<file path="config.mk">
export PLATFORM = sky130hd
export DESIGN_NAME = mixer_integrator
export DESIGN_NICKNAME = d
export VERILOG_FILES = /design/src/rtl/mixer_pkg.sv /design/src/rtl/pulse_sync.sv /design/src/rtl/mixer_integrator.sv
export SDC_FILE = /design/constraint.sdc
export NUM_CORES = 1
export LEC_CHECK = 0
export CAP_MARGIN = 20
export CORE_MARGIN = 2
export CORE_UTILIZATION = 58
export CTS_BUF_LIST = sky130_fd_sc_hd__clkbuf_2 sky130_fd_sc_hd__clkbuf_4 sky130_fd_sc_hd__clkbuf_8
export CTS_CLUSTER_SIZE = 20
export DETAILED_ROUTE_END_ITERATION = 10
export HOLD_SLACK_MARGIN = 0.12
export PLACE_DENSITY = 0.87
export SYNTH_ARGS = -nofsm -noshare
export SYNTH_HDL_FRONTEND = slang
export SYNTH_SLANG_ARGS = --single-unit
</file>
<file path="constraint.sdc">
create_clock -name clk -period 1.9 [get_ports clk]
set_input_delay 0.19 -clock clk [delete_from_list [all_inputs] [get_ports clk]]
set_output_delay 0.19 -clock clk [all_outputs]
set_load 0.1 [all_outputs]
</file>
<file path="src/rtl/mixer_pkg.sv">
// rtl/mixer_pkg.sv - shared defaults and width helper for the mixer integrator
package mixer_pkg;

    localparam int DEF_WINDOW_LEN  = 1024;
    localparam int DEF_SYNC_STAGES = 2;

    // Ceiling log2; used to size counters that must hold values up to v-1.
    function automatic int clog2(input int v);
        int r;
        r = 0;
        while ((1 << r) < v) begin
            r = r + 1;
        end
        return r;
    endfunction

endpackage

</file>
<file path="src/rtl/pulse_sync.sv">
// rtl/pulse_sync.sv - multi-flop synchronizer for a single asynchronous pulse line
module pulse_sync #(
    parameter int STAGES = 2
) (
    input  logic clk,
    input  logic rst_n,
    input  logic d,
    output logic q
);

    logic [STAGES-1:0] chain;

    always_ff @(posedge clk or negedge rst_n) begin
        if (!rst_n) begin
            chain <= '0;
        end else begin
            chain[0] <= d;
            for (int i = 1; i < STAGES; i++) begin
                chain[i] <= chain[i-1];
            end
        end
    end

    assign q = chain[STAGES-1];

endmodule

</file>
<file path="src/rtl/mixer_integrator.sv">
// rtl/mixer_integrator.sv - windowed high-cycle integrator for the XOR mixer output
module mixer_integrator
    import mixer_pkg::*;
#(
    parameter  int WINDOW_LEN  = DEF_WINDOW_LEN,
    parameter  int SYNC_STAGES = DEF_SYNC_STAGES,
    localparam int CNT_W       = clog2(WINDOW_LEN + 1)
) (
    input  logic             clk,
    input  logic             rst_n,
    input  logic             mixer_in,
    input  logic             enable,
    input  logic             clear,
    output logic [CNT_W-1:0] result,
    output logic             result_valid,
    input  logic             result_ready,
    output logic             overrun
);

    logic             s_in;
    logic [CNT_W-1:0] acc;
    logic [CNT_W-1:0] sample_cnt;
    logic [CNT_W-1:0] final_sum;
    logic             win_end;
    logic             accept;
    logic             load_result;
    logic             drop_result;

    pulse_sync #(
        .STAGES (SYNC_STAGES)
    ) u_sync (
        .clk   (clk),
        .rst_n (rst_n),
        .d     (mixer_in),
        .q     (s_in)
    );

    assign win_end   = enable && (sample_cnt == CNT_W'(WINDOW_LEN - 1));
    assign final_sum = acc + CNT_W'(s_in);
    assign accept    = result_valid && result_ready;

    // The slot can take a new window if it is empty or being drained this same edge.
    always_comb begin
        load_result = 1'b0;
        drop_result = 1'b0;
        if (win_end) begin
            if (!result_valid || result_ready) begin
                load_result = 1'b1;
            end else begin
                drop_result = 1'b1;
            end
        end
    end

    always_ff @(posedge clk or negedge rst_n) begin
        if (!rst_n) begin
            acc        <= '0;
            sample_cnt <= '0;
        end else if (clear) begin
            acc        <= '0;
            sample_cnt <= '0;
        end else if (win_end) begin
            acc        <= '0;
            sample_cnt <= '0;
        end else if (enable) begin
            acc        <= final_sum;
            sample_cnt <= sample_cnt + 1'b1;
        end
    end

    // result value is deliberately left untouched by clear.
    always_ff @(posedge clk or negedge rst_n) begin
        if (!rst_n) begin
            result       <= '0;
            result_valid <= 1'b0;
            overrun      <= 1'b0;
        end else if (clear) begin
            result_valid <= 1'b0;
            overrun      <= 1'b0;
        end else begin
            if (load_result) begin
                result       <= final_sum;
                result_valid <= 1'b1;
            end else if (accept) begin
                result_valid <= 1'b0;
            end
            if (drop_result) begin
                overrun <= 1'b1;
            end
        end
    end

endmodule

</file>
==> Word level (Yosys, flattened, before mapping) <==
Index checks and enable logic that the tools add are counted.
{ "totals": {"inputBits": 6, "output_inout_bits": 13, "elab_cells": 33, "regBits": 37} }
{ "op_classes": {"addsub": 2, "muxes": 15, "n_eq_ne": 1, "n_reduce_logical": 8, "bitwise": 1} }
{ "ops": {"columns": ["operator", "n"], "rows": [
  ["two-way mux 11 bit", 6],
  ["adder 11 x 1 -> 11 bit", 1],
  ["adder 11 x 1 -> 11 bit, second input constant", 1],
  ["== test 11 x 10 -> 1 bit, second input constant", 1],
  ["two-way mux 1 bit", 9],
  ["nonzero test 3 bit", 2],
  ["logical AND 1 bit", 2],
  ["AND reduction 2 bit", 1],
  ["nonzero test 2 bit", 1],
  ["logical NOT 1 bit", 1],
  ["logical OR 1 bit", 1],
  ["NOT 1 bit", 1]
]} }

==> Depth between registers and ports, before layout <==
{ "logic_depth": {"word_depth": 6, "depth_mapped": 6, "ltp_nobuf": 5} }

==> By module <==
A second synthesis with hierarchy kept.
{ "hier_totals": {"hier_cells": 173, "area_unflattened_um2": 1913.1} }
{ "by_module_without_submodules": {"columns": ["mod", "cells_per_inst", "seq_area_each_um2", "area_each_um2", "instances"], "rows": [
  ["mixer_integrator", 171, 875.8, 1863.0, 1],
  ["pulse_sync", 2, 50.0, 50.0, 1]
]} }

==> Worst setup path after synthesis <==
No wires, ideal clock.
{ "synth_path": {"path_type": "register to register", "startpoint": "reg result_valid", "endpoint": "reg result[5]", "path_buffers": 1, "setup_time_ns": 0.128, "arrival_ns": 1.812, "stages_incl_launch_ff": 6, "slack_ns": -0.041, "required_time_ns": 1.772, "synth_period_minus_slack_ns": 1.941, "path_cell_list": "dfrtp_1 -> nor2b_1 -> nor2_1 -> nand4_2 -> buf_6 -> mux2_1"} }
{ "synth_between": {"elab_chain_cells": 5} }
{ "synth_lines": {"columns": ["item", "line_no", "text"], "rows": [
  ["start: declaration", "mixer_integrator.sv:15", "output logic result_valid,"],
  ["start signal: assignment", "mixer_integrator.sv:75", "result_valid <= 1'b0;"],
  ["start signal: assignment", "mixer_integrator.sv:78", "result_valid <= 1'b0;"],
  ["start signal: assignment", "mixer_integrator.sv:83", "result_valid <= 1'b1;"],
  ["logical NOT 1 bit", "mixer_integrator.sv:47", "if (!result_valid || result_ready) begin"],
  ["logical OR 1 bit", "mixer_integrator.sv:47", null],
  ["two-way mux 1 bit", "mixer_integrator.sv:47", null],
  ["two-way mux 1 bit", "mixer_integrator.sv:46", "if (win_end) begin"],
  ["AND reduction 2 bit (no line)", null, null],
  ["end signal: assignment", "mixer_integrator.sv:82", "result <= final_sum;"],
  ["end: declaration", "mixer_integrator.sv:14", "output logic [CNT_W-1:0] result,"]
]} }
Every way passes these cells.
A chain may end at the register's enable or synchronous reset.

==> Worst setup path in the final report <==
{ "layout_path": {"startpoint": "reg sample_cnt[0]", "endpoint": "reg acc[6]"} }
{ "layout_between": {"elab_chain_cells": 4, "word_cells_on_any_way": 5, "cone_classes": "1 x eq/ne; 2 x mux; 2 x reduce/logical"} }
{ "layout_lines": {"columns": ["item", "line_no", "text"], "rows": [
  ["start: declaration", "mixer_integrator.sv:22", "logic [CNT_W-1:0] sample_cnt;"],
  ["start signal: assignment", "mixer_integrator.sv:67", "sample_cnt <= sample_cnt + 1'b1;"],
  ["== test 11 x 10 -> 1 bit *", "mixer_integrator.sv:38", "assign win_end = enable && (sample_cnt == CNT_W'(WINDOW_LEN - 1));"],
  ["logical AND 1 bit *", "mixer_integrator.sv:38", null],
  ["two-way mux 11 bit", "mixer_integrator.sv:62", "end else if (win_end) begin"],
  ["two-way mux 11 bit", "mixer_integrator.sv:59", "end else if (clear) begin"],
  ["end signal: assignment", "mixer_integrator.sv:66", "acc <= final_sum;"],
  ["end: declaration", "mixer_integrator.sv:21", "logic [CNT_W-1:0] acc;"]
]} }
Mark *: on every way between the ends. The rest lies on a longest branch, timed or not.

==> results.md <==
- Outcome: finished clean
- Worst skew pair latency: 0.35 ns
- Number of synthesis warnings: 0
- Nets@finish: 207
- Aggregate global-route resource usage: 24.3%
- Highest fanout seen on the critical path: 6
- Worst clock skew: 0.00819 ns
- Antenna diode count: 0
- Fraction of synthesis flops using an asynchronous set or reset pin: 100%
- Number of vias per cell: 5.84
- Die area: 0.00375 mm2
- Total congestion overflow after global routing: 0
- Number of setup violations in the final report: 0
- Final core utilization: 73.4%
- Area taken by multi-input logic gates: around 950 um2
- Seq/Total Area, Yosys: 48.7%
- Average cell area after synthesis: 11.1 um2
- Slew @ Worst Pin: approximately 0.42 ns
- Clock tree from TritonCTS: built
- Initial core utilization: 61.7%
- Core Box Area: 0.00308 mm2
- Final-report hold violation count: 0
- Wire length of the first global-routing pass: 6550 um
- Reg-to-reg setup timing slack: 0.12 ns
- Routability Congestion: 0.818
- Met2 wire length: 1850 um
- Reg-to-Reg Start: sample_cnt[0]$_DFFE_PN0P_
- DRC viols: 0
- Required time of the worst setup path: around 2.1 ns
- Clock buffer count from CTS: 5
- Die X-Extent: around 61 um
- Post-route setup slack: 0.116 ns
- Number of cells on the worst reg-to-reg path: 4
- Length of routed met3 wiring: around 250 um
- Standard cell with the maximum stage delay on the critical path: o41a_1
- Vias in the first global route: about 1400
- Endpoint of the worst register-to-register path: acc[6]$_DFFE_PN0P_
- Height of the die: between 60 and 70 um
- Post-synth top flop: dfrtp_1
- Delay of the slowest critical-path stage: 0.53 ns
- Register Area: ~930 um2
- Routed wire length: just under 4000 um
- Area share of the largest cell type after synthesis: 48.7%
- Reported leakage power: 1.06 nW
- Share of the cycle needed by the critical path after routing: between 90% and 100%
- Worst-case clock buffer depth: 2
- Fillers: 203
- Number of max-cap violations: 0
- Critical path type: flip-flop to flip-flop
- Share of final-layout standard cells stronger than drive strength 1: 25.1%
- Number of library cell types mapped by synthesis: 45
- Leading post-synthesis cells by instance count: 37 x dfrtp_1, 17 x nor2_1, 14 x nand2_1, 9 x xnor2_1, 8 x xor2_1
- Placed Cells: ~230
- Number of clock sinks: 37
- Cell at the root of the clock tree: clkbuf_4
- Cells along the critical path: ha_4, nand4_4, o41a_1, a221o_1
- Count of H-tree levels built during CTS: 2
- Start point of the critical path: sample_cnt[0]$_DFFE_PN0P_
- Maximum number of pins on one net before global-route repair: 38
- Synth-to-layout area growth: 18.9%
- Antenna-violating nets left: 0
- Destination of the critical timing path: acc[6]$_DFFE_PN0P_
- Area of the mapped netlist: 0.00190 mm2
- DR pass1 iterations: 4
- Routed via count: 1418
- Post-synth EDFFs: 0
- Cell type contributing the most total cell area after synthesis: dfrtp_1
- Most repeated cell in the gate-level netlist after synthesis: dfrtp_1
- I/O pin total: 19
- Worst IR drop on VDD: about 0.58 mV
- Setup repair after global routing missed its margin: false
- IO Port Bufs: 18
- Detailed-route wire length on metal 1: 1700 um
- Setup Slack @ Placement: -0.0115 ns
- Final non-filler cell total: ~240
- Wirelength per Cell: 16.0 um
- Final Max Slew Viols: 0
- Worst hold margin: about 0.19 ns
- Detailed Route Iter0 Violations: 59
- Fmax: roughly 560 MHz
- Synthesized netlist net count: 180
- Category of the worst setup path launch point: flip-flop
- Final critical delay including setup and external delays: 1.78 ns
- Synthesized netlist cell count: roughly 170
- Data arrival time of the worst path: roughly 2.0 ns
- Power density relative to cell area: 652 mW/mm2
- Worst min path class: input port to asynchronous set/reset pin
- Antenna violations before repair: 0
- Clock edge transition at the registers on the reported setup and hold paths: about 0.11 ns
- Number of placement rows: 20
- Max-slew headroom at the worst pin: 71.9%
- Final HPWL from detailed placement: 2620 um
- Number of storage elements in the synthesis netlist: 37
- Endpoint class of the critical path: flip-flop
- Top routing layer used: met4
- Main area contributors after synthesis: dfrtp_1 49%, mux2_4 5.5%, xnor2_1 4.2%, xor2_1 3.7%, nor2_1 3.4%
-- registers in the layout, indices dropped and copies added, names as in the netlist --
name,cells
result,11
overrun,1
acc,11
sample_cnt,11
u_sync.chain,2
result_valid,1
-- per-stage QoR --
step	total power, mW	setup TNS (ns)	cell area [um2]
2_1_floorplan	0.872	0	1900
3_3_place_gp	0.915	0	2120
3_5_place_dp	0.922	-0.0115	2120
4_1_cts	1.48	0	2230
5_1_grt	1.53	0	2260
6_report	1.47	0	2260
-- worst min-delay path by stage --
stage                                         start                   endpoint  slack [ns]  cells after the start
after global placement    u_sync.chain[0]$_DFF_PN0_  u_sync.chain[1]$_DFF_PN0_        0.34                      0
after CTS                                     rst_n         acc[2]$_DFFE_PN0P_        0.19                      2
final                                         rst_n      result[8]$_DFFE_PN0P_        0.19                      2
after global routing                          rst_n      result[8]$_DFFE_PN0P_        0.20                      2
after detailed placement  u_sync.chain[0]$_DFF_PN0_  u_sync.chain[1]$_DFF_PN0_        0.34                      0
after floorplan                               rst_n         acc[0]$_DFFE_PN0P_       -0.11                      0
-- cell usage in the layout (no fill, tap or decap), types with 4 or more instances in the layout --
cell             count
dfrtp_1             36
buf_4               21
mux2_4               7
nor2b_1              4
xor2_1               8
nand3_1              5
xnor2_1              9
nand2_1             14
inv_1                6
or3_1                4
clkdlybuf4s50_1      5
clkbuf_4             6
nor2_1              17
-- per-layer routing --
layer  global-route usage (%)  up-vias
met3                     6.72        8
met1                     32.1      699
met2                     37.1       45
li1                         -      666
met4                     11.8        0
met5                        0        -
-- where the power goes --
group	internal (mW)	leakage, nW	switching (mW)
registers	0.799	0.508	0.0130
logic	0.0457	0.506	0.0591
clock network	0.290	0.0456	0.266
total	1.13	1.06	0.338
-- cell type report --
cell class              instances  area share [%]
multi-input cells             121            41.9
flip-flops and latches         37            41.1
repair buffers                 27            10.1
well taps                      44            2.44
clock buffers                   6            1.99
clock inverters                 2            1.55
inverters                       6           0.997
-- cell families after synthesis --
| family | share of synthesized area (%) |
|---|---|
| mux | 7.90 |
| simple gates | 18.1 |
| buf+inv | 3.69 |
| fa+ha+maj | 1.98 |
| xor+xnor | 7.84 |
| compound gates | 11.8 |
| flops | 48.7 |
-- critical path, delay by kind of cell (launching register included) --
kind            cells  cell delay, ns
compound gates      2            0.87
flops               1            0.44
fa+ha+maj           1            0.19
simple gates        1            0.17
-- repair_timing --
| item | 4_1_cts | 5_1_grt |
|---|---|---|
| gates resized for setup | 1 | 4 |
| endpoints found under the setup margin | 4 | 16 |
| setup buffers | 1 | 1 |
| cloned | 1 | 0 |
| endpoints found under the hold margin | 0 | 0 |
| pin swaps | 2 | 0 |
| hold buffers | 0 | 0 |
Power figures use the tool's default switching activity.
==> edit, RTL diff (config.mk and constraints unchanged) <==
Put one more register stage on the output `overrun`, without a reset. The value now appears one clock later. The other outputs are not delayed to match.
--- a/src/rtl/mixer_integrator.sv
+++ b/src/rtl/mixer_integrator.sv
@@ -17,4 +17,6 @@
     output logic             overrun
 );
+
+    logic overrun_s0;
 
     logic             s_in;
@@ -74,8 +76,8 @@
             result       <= '0;
             result_valid <= 1'b0;
-            overrun      <= 1'b0;
+            overrun_s0   <= 1'b0;
         end else if (clear) begin
             result_valid <= 1'b0;
-            overrun      <= 1'b0;
+            overrun_s0   <= 1'b0;
         end else begin
             if (load_result) begin
@@ -86,9 +88,13 @@
             end
             if (drop_result) begin
-                overrun <= 1'b1;
+                overrun_s0 <= 1'b1;
             end
         end
     end
 
+    always_ff @(posedge clk) begin
+        overrun <= overrun_s0;
+    end
+
 endmodule
 
Behaviour: no difference found for any inputs over 10 cycles, from zero or initial values and one cycle with rst_n low; that may be too few to reach the edited logic, so the function may still have changed.
==> edit against the original RTL <==
- core utilization fell by 0.39 points
- wire length fell by 0.75%
- power rose by 2.6%
- worst setup slack got worse by 0.0076 ns
- clock skew rose by 0.0068 ns
- sequential power rose by 2%
- sequential cell count rose by 1
- design area rose by 0.28%
- area after synthesis rose by 1.1%
- hold slack improved by 0.056 ns
- via count did not move
- critical endpoint is now result[5]
- largest cell class is now registers
==> edit: results (changes against the original RTL) <==
stage,metric,value,unit,change
grt,global_route.usage.met3,7.77,%,+1.1 points
layout,n_fill_cell,246,,+21%
placement,placement.io_buffers,18,,unchanged
setup_path,rr_startpoint,sample_cnt[1],,
drt,wl_on_met1,1570,microns,-7.6%
synth,post_synth.cell_area_avg,11.2,sq um,+0.47%
cts,post_cts.repair.setup_buffers,2,,+1
setup_path,slowest_stage,dfrtp_1,,
sta,slew-limit-headroom,68.7,%,-3.2 points
drt,dr.pass1.iters,4,,unchanged
synth,fraction_of_the_yosys_area_taken_by_sequential_cells,49.3,%,+0.53 points
placement,hpwlAfterDp,2570,microns,-1.6%
layout,antenna_cells,0,,unchanged
power,power.share.clock,38.1,%,+0.4 points
grt,grt_pass1_vias,1467,,+3.3%
setup_path,critical_path.max_stage_delay,0.40,ns,-0.13 ns
setup_path,critical_path_peak_fanout,11,,+5
placement,globalplace.congestion,0.769,,-6.0%
layout,sh_seq_area,41.8,%,+0.77 points
run_status,result_of_the_run,finished clean,,
layout,n_multi_input_combinational_cell,120,,-0.83%
cts,clock-root-buffer,clkbuf_4,,
drt,post_detailed_routing_wire_length,3850,microns,-0.75%
layout,clock_buffer_count,7,,+1
min_path,min-delay-path-class,in2async,,
synth,synth.top_cells.by_area,"dfrtp_1, mux2_4, xnor2_1",,
setup_path,reg2reg_path_depth,6,,+2
layout,multiInputGateArea,930,sq um,-1.7%
cts,ctsResizeCount,2,,+1
drt,routed-wl-met2,1980,microns,+6.7%
sta,skew,0.0149,ns,+0.00675 ns
setup_path,worstReg2RegEnd,result[5],,
layout,clockNetworkAreaShare,3.65,%,+0.10 points
setup_path,critPathArrivalTime,2.04,ns,+0.02 ns
drt,routed_wire_length_per_instance,15.8,microns,-0.75%
power,internal_power,0.00117,W,+3.3%
drt,first_iter_violations,90,,+53%
grt,grtUsageTotal,24.4,%,+0.049 points
layout,buf_share,10.1,%,-0.028 points
cts,clk_sinks,38,,+2.7%
grt,gr-usage-met2,43.3,%,+6.2 points
grt,grt_first_pass_wirelength,6580,microns,+0.41%
setup_path,timing.critical_path.max_delay_family,simple AND/OR/NAND/NOR gates,,
drt,met3RoutedLength,251,microns,+2.4%
synth,post_synthesis_net_count,181,,+0.56%
grt,grt.met1_usage,27.2,%,-5.0 points
synth,synth-async-reset-ratio,97.4,%,-2.6 points
power,peakVddDrop,0.681,mV,+18%
power,power.combinational.fraction,6.8,%,-0.3 points
sta,worst_hold_slack,0.247,ns,+0.0555 ns
drt,detail_route.vias_per_cell,5.84,,unchanged
power,power.leakage,1.07,nW,+1.2%
power,pwr_density_cell,667,mW/mm^2,+2.3%
synth,ys_types,46,,+2.2%
## edit: changes by cell type after synthesis
cell,change
dfxtp_1,+1
## edit: stage by stage
| step | setup WS [ns] | cell area (sq um) | utilization, % |
|---|---|---|---|
| floorplan | 0.225 | 1920 | - |
| finish | 0.108 | 2260 | 73.0 |
| global placement | 0.121 | 2120 | 68.3 |
| detailed placement | 0.00747 | 2120 | 68.3 |
| global route | 0.0388 | 2260 | 73.0 |
| CTS | 0.0487 | 2240 | 72.3 |
## edit: cells by family (layout without fill, tap and decap cells)
kind of cell | count (synthesis) | after routing | synth area share [%]
AND/OR/NAND/NOR | 63 | 63 | 17.9
flip-flops | 38 | 38 | 49.3
AO/OA/AOI/OAI | 26 | 26 | 11.7
XOR/XNOR | 17 | 17 | 7.76
buffers and inverters | 14 | 41 | 3.65
multiplexers | 11 | 11 | 7.82
adder cells (fa/ha/maj) | 3 | 3 | 1.96
